### src/rtl/reg_decimal_formatter_if.sv
// Bus between the register formatter and its requester: request, operands, ASCII results and status.
interface reg_decimal_formatter_if;
    logic        REG_SIGNAL;
    logic [15:0] REGISTER_A;
    logic [15:0] REGISTER_B;
    logic [4:0]  PC_COUNTER;
    logic [39:0] A_ASCII;
    logic [39:0] B_ASCII;
    logic [15:0] PC_ASCII;
    logic        busy;
    logic        done;
    logic        valid;

    modport master (
        output REG_SIGNAL, REGISTER_A, REGISTER_B, PC_COUNTER,
        input  A_ASCII, B_ASCII, PC_ASCII, busy, done, valid
    );

    modport slave (
        input  REG_SIGNAL, REGISTER_A, REGISTER_B, PC_COUNTER,
        output A_ASCII, B_ASCII, PC_ASCII, busy, done, valid
    );
endinterface

### src/rtl/reg_decimal_formatter.sv
// Snapshots A, B and PC and converts each to decimal ASCII by one-bit-per-clock double-dabble.
// Optional leading-zero blanking of the ASCII outputs: define REG_SIGNAL_BLANK_EN.
module reg_decimal_formatter (
    input  logic                     CLK,
    input  logic                     reset,
    reg_decimal_formatter_if.slave   bus
);
    typedef enum logic [2:0] {
        S_IDLE,
        S_LOAD,
        S_SHIFT,
        S_STORE,
        S_DONE
    } state_t;

`ifdef REG_SIGNAL_BLANK_EN
    localparam logic [39:0] RST_ASCII5 = 40'h2020202030;
    localparam logic [15:0] RST_ASCII2 = 16'h2030;

    // Blank zero digits above the first non-zero one; the units digit always prints.
    function automatic logic [39:0] fmt5(input logic [19:0] bcd);
        logic        lead;
        logic [3:0]  nib;
        int unsigned d;
        lead = 1'b1;
        fmt5 = '0;
        for (int unsigned i = 0; i < 5; i++) begin
            d   = 4 - i;
            nib = bcd[d*4 +: 4];
            if (lead && (nib == 4'd0) && (d != 0)) begin
                fmt5[d*8 +: 8] = 8'h20;
            end else begin
                lead = 1'b0;
                fmt5[d*8 +: 8] = {4'h3, nib};
            end
        end
    endfunction

    function automatic logic [15:0] fmt2(input logic [7:0] bcd);
        fmt2 = {(bcd[7:4] == 4'd0) ? 8'h20 : {4'h3, bcd[7:4]}, {4'h3, bcd[3:0]}};
    endfunction
`else
    localparam logic [39:0] RST_ASCII5 = 40'h3030303030;
    localparam logic [15:0] RST_ASCII2 = 16'h3030;

    function automatic logic [39:0] fmt5(input logic [19:0] bcd);
        fmt5 = '0;
        for (int unsigned i = 0; i < 5; i++) begin
            fmt5[i*8 +: 8] = {4'h3, bcd[i*4 +: 4]};
        end
    endfunction

    function automatic logic [15:0] fmt2(input logic [7:0] bcd);
        fmt2 = {4'h3, bcd[7:4], 4'h3, bcd[3:0]};
    endfunction
`endif

    state_t      r_state;
    state_t      w_next;
    logic [1:0]  r_index;
    logic [3:0]  r_count;
    logic [15:0] r_snap_a;
    logic [15:0] r_snap_b;
    logic [4:0]  r_snap_pc;
    logic [15:0] r_bin;
    logic [19:0] r_bcd;
    logic [19:0] r_stage_a;
    logic [19:0] r_stage_b;
    logic [7:0]  r_stage_pc;
    logic [39:0] r_a_ascii;
    logic [39:0] r_b_ascii;
    logic [15:0] r_pc_ascii;
    logic        r_done;
    logic        r_valid;
    logic        w_busy;
    logic [15:0] w_snap_sel;
    logic [19:0] w_bcd_adj;

    always_ff @(posedge CLK or posedge reset) begin
        if (reset) r_state <= S_IDLE;
        else       r_state <= w_next;
    end

    always_comb begin
        w_next = r_state;
        case (r_state)
            S_IDLE:  if (bus.REG_SIGNAL) w_next = S_LOAD;
            S_LOAD:  w_next = S_SHIFT;
            S_SHIFT: if (r_count == 4'd15) w_next = S_STORE;
            S_STORE: w_next = (r_index == 2'd2) ? S_DONE : S_LOAD;
            S_DONE:  w_next = S_IDLE;
            default: w_next = S_IDLE;
        endcase
    end

    always_comb begin
        w_busy = (r_state != S_IDLE);
    end

    always_comb begin
        case (r_index)
            2'd0:    w_snap_sel = r_snap_a;
            2'd1:    w_snap_sel = r_snap_b;
            default: w_snap_sel = {11'd0, r_snap_pc};
        endcase
    end

    always_comb begin
        w_bcd_adj = r_bcd;
        for (int unsigned i = 0; i < 5; i++) begin
            if (r_bcd[i*4 +: 4] >= 4'd5) w_bcd_adj[i*4 +: 4] = r_bcd[i*4 +: 4] + 4'd3;
        end
    end

    always_ff @(posedge CLK or posedge reset) begin
        if (reset) begin
            r_index    <= '0;
            r_count    <= '0;
            r_snap_a   <= '0;
            r_snap_b   <= '0;
            r_snap_pc  <= '0;
            r_bin      <= '0;
            r_bcd      <= '0;
            r_stage_a  <= '0;
            r_stage_b  <= '0;
            r_stage_pc <= '0;
            r_a_ascii  <= RST_ASCII5;
            r_b_ascii  <= RST_ASCII5;
            r_pc_ascii <= RST_ASCII2;
            r_done     <= 1'b0;
            r_valid    <= 1'b0;
        end else begin
            r_done <= (r_state == S_DONE);
            case (r_state)
                S_IDLE: begin
                    if (bus.REG_SIGNAL) begin
                        r_snap_a  <= bus.REGISTER_A;
                        r_snap_b  <= bus.REGISTER_B;
                        r_snap_pc <= bus.PC_COUNTER;
                        r_index   <= '0;
                    end
                end
                S_LOAD: begin
                    r_bin   <= w_snap_sel;
                    r_bcd   <= '0;
                    r_count <= '0;
                end
                S_SHIFT: begin
                    {r_bcd, r_bin} <= {w_bcd_adj, r_bin} << 1;
                    r_count        <= r_count + 4'd1;
                end
                S_STORE: begin
                    case (r_index)
                        2'd0:    r_stage_a  <= r_bcd;
                        2'd1:    r_stage_b  <= r_bcd;
                        default: r_stage_pc <= r_bcd[7:0];
                    endcase
                    if (r_index != 2'd2) r_index <= r_index + 2'd1;
                end
                S_DONE: begin
                    r_a_ascii  <= fmt5(r_stage_a);
                    r_b_ascii  <= fmt5(r_stage_b);
                    r_pc_ascii <= fmt2(r_stage_pc);
                    r_valid    <= 1'b1;
                end
                default: ;
            endcase
        end
    end

    assign bus.A_ASCII  = r_a_ascii;
    assign bus.B_ASCII  = r_b_ascii;
    assign bus.PC_ASCII = r_pc_ascii;
    assign bus.busy     = w_busy;
    assign bus.done     = r_done;
    assign bus.valid    = r_valid;
endmodule

### src/flat_wrapper.sv
// flat-port wrapper written by rule: the top's interface ports become plain ports
module reg_decimal_formatter_flat 
  (CLK, reset, bus_REG_SIGNAL, bus_REGISTER_A, bus_REGISTER_B, bus_PC_COUNTER, bus_A_ASCII, bus_B_ASCII, bus_PC_ASCII, bus_busy, bus_done, bus_valid);
  reg_decimal_formatter_if bus_i ();
  input  logic CLK;
  input  logic reset;
  input wire logic [$bits(bus_i.REG_SIGNAL)-1:0] bus_REG_SIGNAL;
  input wire logic [$bits(bus_i.REGISTER_A)-1:0] bus_REGISTER_A;
  input wire logic [$bits(bus_i.REGISTER_B)-1:0] bus_REGISTER_B;
  input wire logic [$bits(bus_i.PC_COUNTER)-1:0] bus_PC_COUNTER;
  output wire logic [$bits(bus_i.A_ASCII)-1:0] bus_A_ASCII;
  output wire logic [$bits(bus_i.B_ASCII)-1:0] bus_B_ASCII;
  output wire logic [$bits(bus_i.PC_ASCII)-1:0] bus_PC_ASCII;
  output wire logic [$bits(bus_i.busy)-1:0] bus_busy;
  output wire logic [$bits(bus_i.done)-1:0] bus_done;
  output wire logic [$bits(bus_i.valid)-1:0] bus_valid;
  assign bus_i.REG_SIGNAL = bus_REG_SIGNAL;
  assign bus_i.REGISTER_A = bus_REGISTER_A;
  assign bus_i.REGISTER_B = bus_REGISTER_B;
  assign bus_i.PC_COUNTER = bus_PC_COUNTER;
  assign bus_A_ASCII = bus_i.A_ASCII;
  assign bus_B_ASCII = bus_i.B_ASCII;
  assign bus_PC_ASCII = bus_i.PC_ASCII;
  assign bus_busy = bus_i.busy;
  assign bus_done = bus_i.done;
  assign bus_valid = bus_i.valid;
  reg_decimal_formatter u_core (.CLK(CLK), .reset(reset), .bus(bus_i));
endmodule
### config.mk
export PLATFORM = sky130hd
export DESIGN_NAME = reg_decimal_formatter_flat
export DESIGN_NICKNAME = d
export VERILOG_FILES = /design/src/rtl/reg_decimal_formatter_if.sv /design/src/rtl/reg_decimal_formatter.sv /design/src/flat_wrapper.sv
export SDC_FILE = /design/constraint.sdc
export NUM_CORES = 1
export LEC_CHECK = 0
export CAP_MARGIN = 20
export CORE_MARGIN = 2
export CORE_UTILIZATION = 53
export CTS_CLUSTER_SIZE = 25
export DETAILED_ROUTE_END_ITERATION = 16
export PLACE_DENSITY = 0.9
export SLEW_MARGIN = 20
export SYNTH_ARGS = -nofsm -noshare
export SYNTH_HDL_FRONTEND = slang
export SYNTH_SLANG_ARGS = --single-unit
### constraint.sdc
create_clock -name CLK -period 8.4 [get_ports CLK]
set_clock_uncertainty 0.05 [all_clocks]
set_input_delay 1.68 -clock CLK [delete_from_list [all_inputs] [get_ports CLK]]
set_output_delay 1.68 -clock CLK [all_outputs]
set_load 0.02 [all_outputs]
==> flow_metrics.env, run 1 <==
export IMPL_status="completed"
export IMPL_timing_slew_headroom=0.307
export IMPL_drive_gt1_frac=0.218
export IMPL_clk_latency_ps=420
export IMPL_yosysUniqueCellTypes=41
export IMPL_hpwl_um=10100
export IMPL_yosysSeqAreaShare=0.580
export IMPL_drc=0
export IMPL_rsz0062_at_grt="false"
export IMPL_synthFlopType="dfrtp_1"
export IMPL_cap_violations=0
export IMPL_cp_max_fo=8
export IMPL_cts_resized=0
export IMPL_avgViaCountPerCell=5.41
export IMPL_min_period_ps=3650
export IMPL_core_um2=14400
export IMPL_leakage_uw=0.00439
export IMPL_layout_setup_ws_ps=4750
export IMPL_r2r_start="u_core.r_index[0]$_DFFE_PP0P_"
export IMPL_num_antenna_cells=0
export IMPL_crit_family="buffers and inverters"
export IMPL_cts_inserted_buffers=17
export IMPL_synth_top_area_share=0.580
export IMPL_grt_max_degree=118
export IMPL_crit_start="u_core.r_state[2]$_DFFE_PP0P_"
export IMPL_min_period_over_period=0.434
export IMPL_syn_avg_cell_area_um2=12.5
export IMPL_cts_tree="built"
export IMPL_grt_overflow_total=0
export IMPL_worst_ep_arrival_time_ps=1920
export IMPL_slew_viol_final=0
export IMPL_layout_common_cells="dfrtp_1, mux2_2, clkdlybuf4s50_1"
export IMPL_drt_total_wl_um=14900
export IMPL_synthTopCellsByArea="dfrtp_1, mux2_2, buf_4"
export IMPL_syn_inst=621
export IMPL_first_global_vias=4918
export IMPL_drtIter0Drc=321
export IMPL_yosys_warnings=0
export IMPL_clk_path_buf_depth=2
export IMPL_critPathLaunchType="flop"
export IMPL_fp_dieW_um=125
export IMPL_gp_congestion=0.808
export IMPL_boundaryPins=139
export IMPL_portBuffers=90
export IMPL_dieArea_um2=15600
export IMPL_num_vias=4846
export IMPL_synth_top_cell_by_area="dfrtp_1"
export IMPL_preCtsSetupSlack_ps=4560
export IMPL_cts_hold_buf=0
export IMPL_crit_chain="or3_1, clkdlybuf4s50_1"
export IMPL_wl_per_cell_um=16.7
export IMPL_cpPeakStageDelay_ps=570
export IMPL_cts_setup_buffers=0
export IMPL_cp_required_ps=6670
export IMPL_synth_seq_cells=180
export IMPL_fillers=1067
export IMPL_ir_drop_mv=0.152
export IMPL_path_clk_slew_ps=60
export IMPL_synth_edff_count=0
export IMPL_layout_commonest_cell="dfrtp_1"
export IMPL_syn_cell_area_um2=7770
export IMPL_finalSetupViolations=0
export IMPL_hp_class="reg -> reg"
export IMPL_firstDrtPassIters=4
export IMPL_critPathSlowestCell="clkdlybuf4s50_1"
export IMPL_hold_path_startpoint="u_core.r_stage_pc[1]$_DFFE_PP0P_"
export IMPL_syn_to_final_growth_pct=17.9
export IMPL_clock_root_buffer="clkbuf_16"
export IMPL_rows=44
export IMPL_start_util=0.539
export IMPL_fin_tns_setup_ps=0
export IMPL_crit_type="reg -> out"
export IMPL_fin_nets=754
export IMPL_rrSetupSlack_ps=5770
export IMPL_cts_sinks=180
export IMPL_antenna_found_initial=0
export IMPL_worst_pin_slew_ps=1040
export IMPL_path_buf_inv=1
export IMPL_hold_violations=0
export IMPL_cp_end_kind="output pin"
export IMPL_final_antenna_net_count=0
export IMPL_htreeDepth=4
export IMPL_async_flop_share=1.00
export IMPL_power_density_nw_per_um2=207
export IMPL_fmaxAchievable_mhz=274
export IMPL_grt_use_total=0.197
export IMPL_grt_pass1_wl_um=24700
export IMPL_fp_dieH_um=125
power breakdown:
group	total (uW)	switching [uW]	internal [uW]	leakage, uW
clock	770	325	445	0.000287
combinational	132	69.8	61.7	0.00171
sequential	999	49.0	950	0.00240
cell families (layout without fill, tap and decap cells):
| group | Yosys count | in the layout | share of synthesized area |
|---|---|---|---|
| DFF | 180 | 180 | 0.580 |
| muxes | 115 | 115 | 0.166 |
| and+or+nand+nor | 111 | 111 | 0.0702 |
| other | 2 | 48 | 0.000966 |
| adders and majority gates | 15 | 15 | 0.0242 |
| xor gates and xnor gates | 5 | 5 | 0.00563 |
| buffers and inverters | 95 | 140 | 0.0760 |
| AOI/OAI and AO/OA | 98 | 98 | 0.0776 |
metal layers:
metal / GRT usage / part of all wire / up-vias
li1: - / - / 2221
met2: 0.331 / 0.51 / 134
met1: 0.259 / 0.43 / 2481
met3: 0.0505 / 0.048 / 10
met5: 0 / 0 / -
met4: 0.0477 / 0.0077 / 0
sequential cells by signal, indices dropped and copies added (netlist names), 4 cells and up:
signal	count
u_core.bus.B_ASCII	20
u_core.r_snap_a	16
u_core.r_stage_b	20
u_core.bus.A_ASCII	20
u_core.bus.PC_ASCII	8
u_core.r_stage_a	20
u_core.r_count	4
u_core.r_snap_pc	5
u_core.r_stage_pc	8
u_core.r_snap_b	16
u_core.r_bin	16
u_core.r_bcd	20
final cells by class:
class | count | area (um^2) | share of cell area
Timing Repair Buffer | 93 | 923 | 0.101
Tap cell | 184 | 230 | 0.0251
Inverter | 15 | 68.8 | 0.00751
Clock buffer | 19 | 443 | 0.0483
Multi-Input combinational cell | 392 | 2860 | 0.312
Sequential cell | 180 | 4500 | 0.492
Clock inverter | 13 | 133 | 0.0145
cells in the mapped netlist, types with 8 or more instances:
| cell | count |
|---|---|
| a22o_1 | 8 |
| buf_2 | 12 |
| inv_1 | 14 |
| a21oi_1 | 15 |
| mux2_2 | 110 |
| dfrtp_1 | 180 |
| buf_4 | 53 |
| nand3_1 | 13 |
| clkbuf_1 | 13 |
| o22ai_1 | 9 |
| ha_1 | 15 |
| nor2_1 | 20 |
| o21ai_0 | 42 |
| nand2_1 | 44 |
worst min-delay path, delay by kind of cell (launching register included):
kind	cells	cell delay, ps
flip-flops	1	340
AND/OR/NAND/NOR	1	50
AO/OA/AOI/OAI	1	60
worst paths after layout:
check | end | cells after the start
max in group asynchronous | u_core.r_snap_b[5]$_DFFE_PP0P_ | 3
max | bus_busy | 2
min reg2reg | u_core.r_stage_pc[1]$_DFFE_PP0P_ | 2
min in group asynchronous | u_core.r_stage_a[19]$_DFFE_PP0P_ | 2
max reg2reg | u_core.r_stage_a[19]$_DFFE_PP0P_ | 4
min | u_core.r_stage_pc[1]$_DFFE_PP0P_ | 2
stage by stage:
step	instance area [um^2]	cells	hold slack (ps)	power, uW	utilization
floorplan	7940	667	394	1100	-
global placement	8590	864	412	1130	0.595
detailed placement	8590	864	421	1140	0.595
CTS	9160	896	435	1910	0.635
global route	9160	896	459	1980	0.635
finish	9160	896	432	1900	0.635
Note: power is estimated with default switching activity, not from simulation.
==> inputs of run 2 (changes only) <==
Clock period 8.4 ns to 3.8 ns, I/O delays scaled along.
==> run 2 against run 1 <==
Effect of this change:
- worst hold slack lost 6.5 ps
- utilization rose by 0.33 points
- global-route usage is 0.68 points higher
- combinational power grew 120%
- count of clock-buffer cells in the layout grew 4
- cell area up 0.52%
- sequential power increased by 120%
- critical path depth is the same
- setup slack got worse by 3700 ps
- largest cell class unchanged
- largest power group unchanged
==> flow_metrics.env, run 2 (synthesized netlist as in run 1, its figures left out) <==
export IMPL_status="completed"
export IMPL_grt_pass1_wl_um=25500
export IMPL_rsz0062_at_grt="false"
export IMPL_use_met2=0.340
export IMPL_grt_use_met3=0.0428
export IMPL_rows=44
export IMPL_cts_resized=0
export IMPL_cap_violations=0
export IMPL_boundaryPins=139
export IMPL_critPathSlowestCell="clkdlybuf4s50_1"
export IMPL_drc=0
export IMPL_start_util=0.539
export IMPL_min_period_over_period=0.726
export IMPL_wl_per_cell_um=16.9
export IMPL_final_antenna_net_count=0
export IMPL_dieArea_um2=15600
export IMPL_avgViaCountPerCell=5.38
export IMPL_gp_congestion=0.773
export IMPL_grt_use_total=0.204
export IMPL_num_antenna_cells=0
export IMPL_place_inst=866
export IMPL_path_buf_inv=1
export IMPL_final_cell_area_um2=9210
export IMPL_crit_family="buffers and inverters"
export IMPL_cts_hold_buf=0
export IMPL_cp_required_ps=2990
export IMPL_portBuffers=90
export IMPL_drive_gt1_frac=0.217
export IMPL_timing_slew_headroom=0.303
export IMPL_leakage_uw=0.00440
export IMPL_final_cells=897
export IMPL_grt_use_met1=0.271
export IMPL_slew_viol_final=0
export IMPL_core_um2=14400
export IMPL_path_clk_slew_ps=60
export IMPL_cp_max_fo=8
export IMPL_fp_dieW_um=125
export IMPL_hpwl_um=10200
export IMPL_fin_tns_setup_ps=0
export IMPL_crit_chain="or3_1, clkdlybuf4s50_1"
export IMPL_cts_setup_buffers=0
export IMPL_num_vias=4825
export IMPL_grt_overflow_total=0
export IMPL_postPlaceCellArea_um2=8620
export IMPL_crit_type="reg -> out"
export IMPL_htreeDepth=4
export IMPL_ir_drop_mv=0.320
export IMPL_drtIter0Drc=306
export IMPL_finalSetupViolations=0
export IMPL_power_density_nw_per_um2=460
export IMPL_layout_commonest_cell="dfrtp_1"
export IMPL_critPathLaunchType="flop"
export IMPL_whs_ps=425
export IMPL_layout_common_cells="dfrtp_1, mux2_2, clkdlybuf4s50_1"
export IMPL_cts_inserted_buffers=17
export IMPL_grt_max_degree=76
export IMPL_fillers=1049
export IMPL_clk_latency_ps=430
export IMPL_firstDrtPassIters=5
export IMPL_power_uw=4240
export IMPL_clock_root_buffer="clkbuf_16"
export IMPL_worst_pin_slew_ps=1040
export IMPL_cts_sinks=180
export IMPL_first_global_vias=4933
export IMPL_fmaxAchievable_mhz=362
export IMPL_syn_to_final_growth_pct=18.5
export IMPL_worst_ep_arrival_time_ps=1950
export IMPL_cts_tree="built"
export IMPL_cp_end_kind="output pin"
export IMPL_top_usage_layer="met2"
export IMPL_hold_violations=0
export IMPL_fp_dieH_um=125
export IMPL_min_period_ps=2760
export IMPL_clk_path_buf_depth=2
export IMPL_fin_nets=756
export IMPL_cpPeakStageDelay_ps=570
export IMPL_hp_class="reg -> reg"
export IMPL_antenna_found_initial=0
export IMPL_drt_total_wl_um=15200
==> run 2: stage by stage <==
stage | util | setup slack [ps]
6_report | 0.639 | 1040
5_1_grt | 0.639 | 892
4_1_cts | 0.639 | 1040
3_5_place_dp | 0.598 | 1050
3_3_place_gp | 0.598 | 1150
2_1_floorplan | - | 681
==> run 2: worst paths after layout <==
path                            slack [ps]                                 end  depth (start not counted)                           from
worst max register to register        1140    u_core.r_stage_a[19]$_DFFE_PP0P_                          4  u_core.r_index[1]$_DFFE_PP0P_
worst max-delay path                  1040                            bus_busy                          2  u_core.r_state[2]$_DFFE_PP0P_
worst min-delay path                   430        u_core.bus.valid$_DFFE_PP0P_                          1   u_core.bus.valid$_DFFE_PP0P_
max in group asynchronous             2150  u_core.bus.B_ASCII[16]$_DFFE_PP0P_                          3                          reset
min in group asynchronous              750      u_core.r_snap_b[3]$_DFFE_PP0P_                          2                          reset
worst min register to register         430        u_core.bus.valid$_DFFE_PP0P_                          1   u_core.bus.valid$_DFFE_PP0P_
==> run 2: layout make-up <==
| type | count | area, um^2 | area share |
|---|---|---|---|
| Tap cell | 184 | 230 | 0.0250 |
| Multi-Input combinational cell | 392 | 2860 | 0.311 |
| Clock inverter | 8 | 98.8 | 0.0107 |
| Sequential cell | 180 | 4500 | 0.489 |
| Timing Repair Buffer | 95 | 963 | 0.105 |
| Inverter | 15 | 65.1 | 0.00706 |
| Clock buffer | 23 | 488 | 0.0530 |
==> run 2: where the power goes <==
group | switching [uW] | total [uW] | internal [uW]
Sequential | 110 | 2210 | 2100
Clock | 703 | 1740 | 1030
Combinational | 154 | 294 | 140
Total | 967 | 4240 | 3270
==> run 2: per-layer routing <==
layer / vias to the layer above / part of all wire
met3: 20 / 0.045
met5: - / 0
met1: 2425 / 0.43
li1: 2227 / -
met2: 153 / 0.51
met4: 0 / 0.014
